**config.mk**
```make
export PLATFORM = sky130hd
export DESIGN_NAME = remote_update_readback
export DESIGN_NICKNAME = d
export VERILOG_FILES = /design/src/rtl/remote_update_pkg.sv /design/src/rtl/remote_update_readback_hs.sv /design/src/rtl/remote_update_readback.sv
export SDC_FILE = /design/constraint.sdc
export NUM_CORES = 1
export LEC_CHECK = 0
export BUFFER_PORTS_ARGS = -buffer_cell sky130_fd_sc_hd__buf_2
export CAP_MARGIN = 20
export CORE_ASPECT_RATIO = 1.75
export CORE_MARGIN = 4
export CORE_UTILIZATION = 35
export DETAILED_ROUTE_END_ITERATION = 10
export GPL_ROUTABILITY_DRIVEN = 0
export SYNTH_ARGS = -nofsm -noshare
export SYNTH_HDL_FRONTEND = slang
export SYNTH_SLANG_ARGS = --single-unit
```
**constraint.sdc**
```tcl
create_clock -name clk_i -period 2.08 [get_ports clk_i]
set_clock_uncertainty 0.1 [all_clocks]
set_input_delay 0 -clock clk_i [delete_from_list [all_inputs] [get_ports clk_i]]
set_output_delay 0 -clock clk_i [all_outputs]
set_load 0.005 [all_outputs]
```
**src/rtl/remote_update_pkg.sv**
```systemverilog
// Shared definitions for the remote-update read/write controllers:
// param/source codes, FSM state encoding, read-list entry type and
// the readback list itself. Macro REMOTE_UPDATE_RD_WDTIMEOUT_EN adds
// the watchdog-timeout entry to the readback list.
package remote_update_pkg;

    localparam logic [2:0] RU_P_TRIG     = 3'b000;
    localparam logic [2:0] RU_P_BOOTADDR = 3'b100;
    localparam logic [2:0] RU_P_ANF      = 3'b101;
    localparam logic [2:0] RU_P_WDEN     = 3'b011;
    localparam logic [2:0] RU_P_WDTO     = 3'b010;

    localparam logic [1:0] RU_SRC_CUR    = 2'b00;
    localparam logic [1:0] RU_SRC_PREV1  = 2'b01;

    typedef enum logic [2:0] {
        RU_IDLE,
        RU_PRE,
        RU_ISSUE,
        RU_WAIT_HI,
        RU_WAIT_LO,
        RU_CAPTURE,
        RU_FIN
    } ru_state_t;

    typedef struct packed {
        logic [2:0] param;
        logic [1:0] source;
    } ru_entry_t;

`ifdef REMOTE_UPDATE_RD_WDTIMEOUT_EN
    localparam int RU_RD_N = 5;
`else
    localparam int RU_RD_N = 4;
`endif
    localparam int RU_IDX_W = 3;

    // Readback list: index -> core access. Destinations follow the same order.
    function automatic ru_entry_t ru_rd_entry(input logic [RU_IDX_W-1:0] idx);
        ru_entry_t e;
        case (idx)
            3'd0:    e = '{param: RU_P_TRIG,     source: RU_SRC_PREV1};
            3'd1:    e = '{param: RU_P_BOOTADDR, source: RU_SRC_CUR};
            3'd2:    e = '{param: RU_P_ANF,      source: RU_SRC_CUR};
            3'd3:    e = '{param: RU_P_WDEN,     source: RU_SRC_CUR};
`ifdef REMOTE_UPDATE_RD_WDTIMEOUT_EN
            3'd4:    e = '{param: RU_P_WDTO,     source: RU_SRC_CUR};
`endif
            default: e = '0;
        endcase
        return e;
    endfunction

endpackage

```
**src/rtl/remote_update_readback_hs.sv**
```systemverilog
// Busy handshake helper: decides the next state while the readback FSM is in
// PRE/ISSUE/WAIT_HI/WAIT_LO and owns the per-state timeout counter. The
// counter restarts on every state entry, so each wait gets a full budget.
module ru_busy_handshake
    import remote_update_pkg::*;
#(
    parameter int BUSY_TIMEOUT = 256
) (
    input  logic      clk_i,
    input  logic      rst_i,
    input  ru_state_t state_i,
    input  logic      busy_i,
    output ru_state_t next_o,
    output logic      timeout_o,
    output logic      read_param_o
);

    localparam int CNT_W = $clog2(BUSY_TIMEOUT + 1);

    logic [CNT_W-1:0] cnt_q, cnt_d;
    logic             waiting;
    logic             met;

    // Handshake transitions, timeout detection and counter next-state
    always_comb begin
        next_o  = state_i;
        waiting = 1'b0;
        met     = 1'b0;
        case (state_i)
            RU_PRE: begin
                waiting = 1'b1;
                met     = !busy_i;
                if (met) next_o = RU_ISSUE;
            end
            RU_ISSUE: next_o = RU_WAIT_HI;
            RU_WAIT_HI: begin
                waiting = 1'b1;
                met     = busy_i;
                if (met) next_o = RU_WAIT_LO;
            end
            RU_WAIT_LO: begin
                waiting = 1'b1;
                met     = !busy_i;
                if (met) next_o = RU_CAPTURE;
            end
            default: ;
        endcase
        timeout_o = waiting && !met && (cnt_q == CNT_W'(BUSY_TIMEOUT - 1));
        if (timeout_o) next_o = RU_IDLE;
        cnt_d = (waiting && !met && !timeout_o) ? cnt_q + CNT_W'(1) : '0;
    end

    // Timeout counter register
    always_ff @(posedge clk_i) begin
        if (rst_i) cnt_q <= '0;
        else       cnt_q <= cnt_d;
    end

    assign read_param_o = (state_i == RU_ISSUE);

endmodule

```
**src/rtl/remote_update_readback.sv**
```systemverilog
// Remote-update readback controller: on rd_start walks the readback list,
// reading each core parameter through the busy handshake and latching the
// result into a status snapshot for the host. Macro
// REMOTE_UPDATE_RD_WDTIMEOUT_EN adds the wd_timeout_o entry and output.
module remote_update_readback
    import remote_update_pkg::*;
#(
    parameter int BUSY_TIMEOUT = 256
) (
    input  logic        clk_i,
    input  logic        rst_i,
    input  logic        rd_start_i,
    output logic        rd_active_o,
    output logic        rd_done_o,
    output logic        rd_error_o,
    output logic        read_param_o,
    output logic [2:0]  param_o,
    output logic [1:0]  read_source_o,
    input  logic        busy_i,
    input  logic [23:0] data_out_i,
    output logic [4:0]  trig_cond_o,
    output logic [23:0] boot_addr_o,
    output logic        anf_o,
`ifdef REMOTE_UPDATE_RD_WDTIMEOUT_EN
    output logic [11:0] wd_timeout_o,
`endif
    output logic        wd_en_o
);

    ru_state_t            state_q, state_d;
    ru_state_t            hs_next;
    logic                 hs_timeout;
    logic [RU_IDX_W-1:0]  idx_q, idx_d;
    logic                 err_q, err_d;
    logic                 cap;
    ru_entry_t            entry;
    logic                 hold;

    logic [4:0]           trig_q;
    logic [23:0]          boot_q;
    logic                 anf_q;
    logic                 wden_q;
`ifdef REMOTE_UPDATE_RD_WDTIMEOUT_EN
    logic [11:0]          wdto_q;
`endif

    ru_busy_handshake #(
        .BUSY_TIMEOUT (BUSY_TIMEOUT)
    ) u_hs (
        .clk_i        (clk_i),
        .rst_i        (rst_i),
        .state_i      (state_q),
        .busy_i       (busy_i),
        .next_o       (hs_next),
        .timeout_o    (hs_timeout),
        .read_param_o (read_param_o)
    );

    // Sequence control: start acceptance, handshake hand-off, list stepping
    always_comb begin
        state_d = state_q;
        idx_d   = idx_q;
        err_d   = err_q;
        cap     = 1'b0;
        case (state_q)
            RU_IDLE: begin
                if (rd_start_i) begin
                    state_d = RU_PRE;
                    idx_d   = '0;
                    err_d   = 1'b0;
                end
            end
            RU_PRE, RU_ISSUE, RU_WAIT_HI, RU_WAIT_LO: begin
                state_d = hs_next;
                if (hs_timeout) err_d = 1'b1;
            end
            RU_CAPTURE: begin
                cap     = 1'b1;
                idx_d   = idx_q + RU_IDX_W'(1);
                state_d = (idx_q == RU_IDX_W'(RU_RD_N - 1)) ? RU_FIN : RU_PRE;
            end
            RU_FIN:  state_d = RU_IDLE;
            default: state_d = RU_IDLE;
        endcase
    end

    // FSM, index and sticky error registers
    always_ff @(posedge clk_i) begin
        if (rst_i) begin
            state_q <= RU_IDLE;
            idx_q   <= '0;
            err_q   <= 1'b0;
        end else begin
            state_q <= state_d;
            idx_q   <= idx_d;
            err_q   <= err_d;
        end
    end

    // Snapshot: only CAPTURE writes, and only the current entry's destination
    always_ff @(posedge clk_i) begin
        if (rst_i) begin
            trig_q <= '0;
            boot_q <= '0;
            anf_q  <= 1'b0;
            wden_q <= 1'b0;
`ifdef REMOTE_UPDATE_RD_WDTIMEOUT_EN
            wdto_q <= '0;
`endif
        end else if (cap) begin
            case (idx_q)
                3'd0:    trig_q <= data_out_i[4:0];
                3'd1:    boot_q <= data_out_i;
                3'd2:    anf_q  <= data_out_i[0];
                3'd3:    wden_q <= data_out_i[0];
`ifdef REMOTE_UPDATE_RD_WDTIMEOUT_EN
                3'd4:    wdto_q <= data_out_i[11:0];
`endif
                default: ;
            endcase
        end
    end

    // Core select is held from PRE through CAPTURE, zero otherwise
    assign entry         = ru_rd_entry(idx_q);
    assign hold          = (state_q inside {RU_PRE, RU_ISSUE, RU_WAIT_HI, RU_WAIT_LO, RU_CAPTURE});
    assign param_o       = hold ? entry.param  : 3'b000;
    assign read_source_o = hold ? entry.source : 2'b00;

    assign rd_active_o   = (state_q != RU_IDLE);
    assign rd_done_o     = (state_q == RU_FIN);
    assign rd_error_o    = err_q;

    assign trig_cond_o   = trig_q;
    assign boot_addr_o   = boot_q;
    assign anf_o         = anf_q;
    assign wd_en_o       = wden_q;
`ifdef REMOTE_UPDATE_RD_WDTIMEOUT_EN
    assign wd_timeout_o  = wdto_q;
`endif

endmodule

```
==> results of run 1 <==
routing by layer:
layer  up-vias  wire (um)  track usage
li1       1025          -            -
met1       871       2040        0.150
met2        43       2490        0.259
met3         7        230       0.0264
met4         0         63       0.0407
met5         -          0            0
cell type report:
| class | count | area share |
|---|---|---|
| multi-input cells | 185 | 0.362 |
| flip-flops and latches | 47 | 0.329 |
| repair buffers | 99 | 0.228 |
| well taps | 78 | 0.0340 |
| clock buffers | 6 | 0.0253 |
| inverters | 9 | 0.0118 |
| clock inverters | 1 | 0.0105 |
logic make-up after synthesis:
family	after synthesis	synth area share
other	1	0.00177
adder cells (fa/ha/maj)	7	0.0412
buffers and inverters	28	0.0778
flip-flops	47	0.443
multiplexers	6	0.0283
AND/OR/NAND/NOR	116	0.240
AO/OA/AOI/OAI	48	0.138
XOR/XNOR	7	0.0289
worst max path at each step:
stage | startpoint | to | slack [ns] | cells after the start
floorplan | u_hs.cnt_q[0]$_SDFF_PP0_ | state_q[1]$_SDFFE_PP0P_ | 0.06 | 10
global placement | u_hs.cnt_q[0]$_SDFF_PP0_ | state_q[1]$_SDFFE_PP0P_ | 0.07 | 9
detailed placement | u_hs.cnt_q[0]$_SDFF_PP0_ | state_q[1]$_SDFFE_PP0P_ | 0.04 | 9
CTS | u_hs.cnt_q[0]$_SDFF_PP0_ | state_q[1]$_SDFFE_PP0P_ | 0.02 | 9
global route | u_hs.cnt_q[0]$_SDFF_PP0_ | state_q[1]$_SDFFE_PP0P_ | 0.04 | 9
finish | u_hs.cnt_q[0]$_SDFF_PP0_ | state_q[1]$_SDFFE_PP0P_ | 0.16 | 9
power by group:
| part | switching (mW) | total (mW) | internal, mW |
|---|---|---|---|
| sequential | 0.0188 | 0.928 | 0.910 |
| combinational | 0.0902 | 0.192 | 0.102 |
| clock | 0.282 | 0.635 | 0.352 |
| total | 0.391 | 1.76 | 1.36 |
stage by stage:
step                hold WS [ns]  instances
floorplan                -0.0240        260
global route               0.115        425
CTS                       0.0650        424
global placement           0.141        392
finish                    0.0681        425
detailed placement         0.149        392
Yosys cell counts:
cell type / number / share of area
mux2i_1: 6 / 0.028
nand3_1: 5 / 0.012
a2111oi_2: 1 / 0.0071
xor2_1: 3 / 0.012
nand3b_1: 1 / 0.0035
nor3_1: 4 / 0.0094
conb_1: 1 / 0.0018
a211oi_1: 2 / 0.0071
or3b_1: 2 / 0.0083
a31oi_1: 1 / 0.0029
buf_4: 4 / 0.014
o22a_1: 1 / 0.0041
a21oi_1: 28 / 0.066
a22o_1: 1 / 0.0041
o21a_1: 2 / 0.0071
nand2_1: 60 / 0.11
a311oi_1: 2 / 0.0083
o211ai_1: 1 / 0.0035
o21ai_1: 1 / 0.0024
buf_6: 5 / 0.027
dfxtp_1: 47 / 0.44
and3b_1: 1 / 0.0041
a21oi_2: 1 / 0.0041
o21ai_0: 3 / 0.0071
o22ai_1: 1 / 0.0029
nand4b_1: 2 / 0.0083
xnor2_1: 4 / 0.016
and3_1: 5 / 0.015
nor2_2: 1 / 0.0029
or3_1: 1 / 0.0029
nor2b_1: 2 / 0.0059
inv_1: 9 / 0.016
nor2_1: 28 / 0.049
buf_2: 6 / 0.014
clkbuf_1: 4 / 0.0071
a32oi_1: 2 / 0.0083
a22oi_1: 1 / 0.0035
and2b_1: 2 / 0.0071
nand2b_1: 2 / 0.0059
ha_1: 7 / 0.041
state kept, by name (all words and copies together), names as in the netlist:
register,cells
trig_cond_o,5
rd_error_o,1
idx_q,3
state_q,3
u_hs.cnt_q,9
anf_o,1
boot_addr_o,24
wd_en_o,1
worst max-delay path: stages (launching register included):
cell and delay (ns):
dfxtp_2 0.33, ha_1 0.20, nand2_1 0.07, nor2_2 0.05, and3_4 0.18, ha_4 0.18, o211ai_1 0.16, nand2_1 0.07
o21a_1 0.17, a2111oi_2 0.31
repair_timing:
item,in CTS,in global routing
buffers inserted,0,1
endpoints found under the setup margin,0,11
gates resized for setup,0,6
hold buffers,25,0
hold endpoints to repair,33,0
==> metrics.txt, run 1 <==
vias approximately 2k; reg-to-reg slack, setup between 0.15 and 0.2 ns; most frequent cells in the layout 66 x buf_2, 60 x nand2_1, 45 x dfxtp_1; DP Wirelength between 3000 and 4000 um; CTS tree built; Tcrit/Tclk final 0.921; drt pass-1 iters 4; share of cells above drive strength 1 0.254; setup TNS 0 ns; Design Power roughly 1.8 mW; reg-to-reg endpoint state_q[1]$_SDFFE_PP0P_; Die H 111 um; Final Util 0.488; Crit path arrival time 2.00 ns; clock root buffer clkbuf_8; final setup vio count 0; initial antenna violation count 0; fmax 0.522 GHz; R2R Path Start u_hs.cnt_q[0]$_SDFF_PP0_; Starting Density 0.361; Hold Path Class in2reg; Worst Hold End u_hs.cnt_q[0]$_SDFF_PP0_; pre-CTS setup slack 0.0432 ns; DRC Markers 0; clk_lat worst skew 0.29 ns; post-route ant nets 0; CP Launch Type flop; Leakage about 1.2 nW; outcome finished, final reports clean; # IOs slightly below 70; r2r worst-path depth 9; DRT iter0 DRCs around 150; power density cells between 600 and 700 nW/um2; CTS Buf Count 5; synth unique cells 40; DP Area between 2000 and 2500 um2; Period minus WS final roughly 1.9 ns; Synth warnings 0; Std-Cell Rows 37; Area Growth Syn to Fin 35.1%; vias in the first global route around 1.9k; Multi-input gate area between 1000 and 1500 um2; Setup CP Type reg2reg; TritonCTS Sinks 47; Max Slew Vio Count 0; FILL cells roughly 600; most common cell after layout, fill and taps aside buf_2; Max-Cap Viols 0; mapped cell area 2120 um2; Hold Fails Final Rpt 0; WHS Path Cells 3; htree depth 2; gr usage total 0.138; die area about 7400 um2; hold path start rst_i; diode count 0; Post-layout nets between 300 and 400; first-pass GRT wire length around 8300 um; drt wl/cell around 11 um; post-synthesis sequential area ratio 0.443; critical path fanouts, max 8; fin worst setup slack roughly 0.16 ns; CTS max path bufs 2; peak supply drop between 0.3 and 0.4 mV; Worst-path clk slew around 0.08 ns; Worst setup EP type flop; Routed WL between 4000 and 5000 um; syn nets between 200 and 300; largest net degree at the start of global routing 39; Reg area around 940 um2; Core Area 5880 um2; syn avg cell area 8.17 um2; Post-Synthesis Cells between 200 and 300; Port Buffers 66; Remaining Overflow, GRT 0; RSZ-0062 raised after global routing no; Critical Path RT 2.16 ns; Yosys reg bits 47; Via density 4.58; Die Wd roughly 67 um; design area roughly 2900 um2
Power figures use the tool's default switching activity.
==> run 2: changes to the inputs <==
--- a/config.mk
+++ b/config.mk
@@ -10,8 +10,11 @@
 export CORE_ASPECT_RATIO = 1.75
 export CORE_MARGIN = 4
 export CORE_UTILIZATION = 35
+export CTS_CLUSTER_DIAMETER = 120
+export CTS_CLUSTER_SIZE = 40
 export DETAILED_ROUTE_END_ITERATION = 10
 export GPL_ROUTABILITY_DRIVEN = 0
+export REMOVE_ABC_BUFFERS = 1
 export SYNTH_ARGS = -nofsm -noshare
 export SYNTH_HDL_FRONTEND = slang
 export SYNTH_SLANG_ARGS = --single-unit
==> metrics.txt, run 2 (synthesis results as in run 1) <==
CTS Buf Count 5; fmax between 0.4 and 0.5 GHz; Placed Instances roughly 390; first-pass GRT wire length ~8500 um; Hold Fails Final Rpt 0; CP Launch Type flop; DRT iter0 DRCs about 120; most common cell after layout, fill and taps aside buf_2; Leakage between 1 and 1.5 nW; htree depth 2; FILL cells around 600; clk_lat worst skew between 0.2 and 0.3 ns; largest net degree at the start of global routing 39; Worst-path clk slew ~0.080 ns; CTS max path bufs 2; Crit path arrival time about 2.1 ns; Tcrit/Tclk final 0.965; most frequent cells in the layout 66 x buf_2, 60 x nand2_1, 46 x dfxtp_1; Final Util 0.491; drt pass-1 iters 4; post-route ant nets 0; gr usage total 0.143; Post-layout nets about 390; critical path fanouts, max 7; Max Slew Vio Count 0; Setup CP Type reg2reg; diode count 0; number of flip-flops in the largest register 24; Critical Path RT around 2.2 ns; Period minus WS final 2.01 ns; Routed WL 5200 um; vias in the first global route 1963; DRC Markers 0; peak supply drop between 0.4 and 0.5 mV; Starting Density 0.361; Remaining Overflow, GRT 0; final setup vio count 0; outcome finished, final reports clean; Std-Cell Rows 37; drt wl/cell 12.1 um; Die Wd 66.9 um; Port Buffers 66; die area 7430 um2; DP Wirelength around 3500 um; Die H roughly 110 um; Core Area around 6000 um2; Layout Cells excl Fill 428; Via density 4.64; clock root buffer clkbuf_8; share of cells above drive strength 1 0.257; Hold Path Class in2reg; initial antenna violation count 0; TritonCTS Sinks between 40 and 50; vias approximately 2.0k; Max-Cap Viols 0; CTS tree built; power density cells 611 nW/um2; Worst setup EP type flop; Area Growth Syn to Fin 35.9%; Hold Slack 0.0809 ns; # IOs between 60 and 70
## run 2: changes by cell type in the layout (fill, tap and decap cells not counted)
cell,previous run,this run
buf_4,7,9
clkbuf_2,0,1
dfxtp_1,45,46
dfxtp_2,2,1
## run 2: path summary, 6_finish.rpt
check	from	end	slack [ns]	cells after the start
worst max-delay path	u_hs.cnt_q[0]$_SDFF_PP0_	state_q[1]$_SDFFE_PP0P_	0.07	9
worst min-delay path	busy_i	state_q[0]$_SDFFE_PP0P_	0.08	4
worst max register to register	u_hs.cnt_q[0]$_SDFF_PP0_	state_q[1]$_SDFFE_PP0P_	0.07	9
worst min register to register	u_hs.cnt_q[0]$_SDFF_PP0_	u_hs.cnt_q[0]$_SDFF_PP0_	0.31	1
## run 2: repair_timing
action                                  in CTS  in global routing
buffers inserted                             0                  3
pin swaps                                    0                  3
hold buffers                                25                  0
endpoints found under the hold margin       33                  0
cloned                                       0                  0
endpoints found under the setup margin       2                  2
resized for setup                            1                  4
## run 2: metal layers
layer,global-route usage,wire length (um),part of all wire
met3,0.0335,274,0.053
met2,0.259,2660,0.51
met4,0.0583,116,0.022
met1,0.153,2150,0.41
met5,0,0,0
## run 2: metrics by stage
stage / TNS, ns / cell area [um2] / power (mW) / worst slack [ns]
3_3_place_gp: 0 / 2490 / 1.11 / 0.0292
3_5_place_dp: -0.0688 / 2490 / 1.11 / -0.0354
2_1_floorplan: 0 / 1990 / 1.02 / 0.0982
5_1_grt: -0.0430 / 2890 / 1.85 / -0.0350
4_1_cts: 0 / 2850 / 1.80 / 0.00941
6_report: 0 / 2890 / 1.76 / 0.0731
## run 2: worst max-delay path: stages, from the launching register on
cell and delay [ns]:
dfxtp_2 0.34, ha_1 0.16, nand2_1 0.08, nor2_2 0.15
and3_4 0.21, ha_4 0.16, clkbuf_2 0.17, buf_4 0.12
o22ai_1 0.07, a2111oi_2 0.35
## run 2: layout make-up
class	instances	area, um2	share of cell area
Clock inverter	1	30.0	0.0104
Timing Repair Buffer	102	673	0.233
Clock buffer	6	72.6	0.0251
Inverter	9	33.8	0.0117
Tap cell	78	97.6	0.0338
Sequential cell	47	942	0.326
Multi-Input combinational cell	185	1040	0.359
## run 2: where the power goes
group / internal, mW / total (mW) / switching [mW]
Combinational: 0.103 / 0.200 / 0.0976
Clock: 0.353 / 0.641 / 0.288
Sequential: 0.909 / 0.922 / 0.0128
Total: 1.36 / 1.76 / 0.398
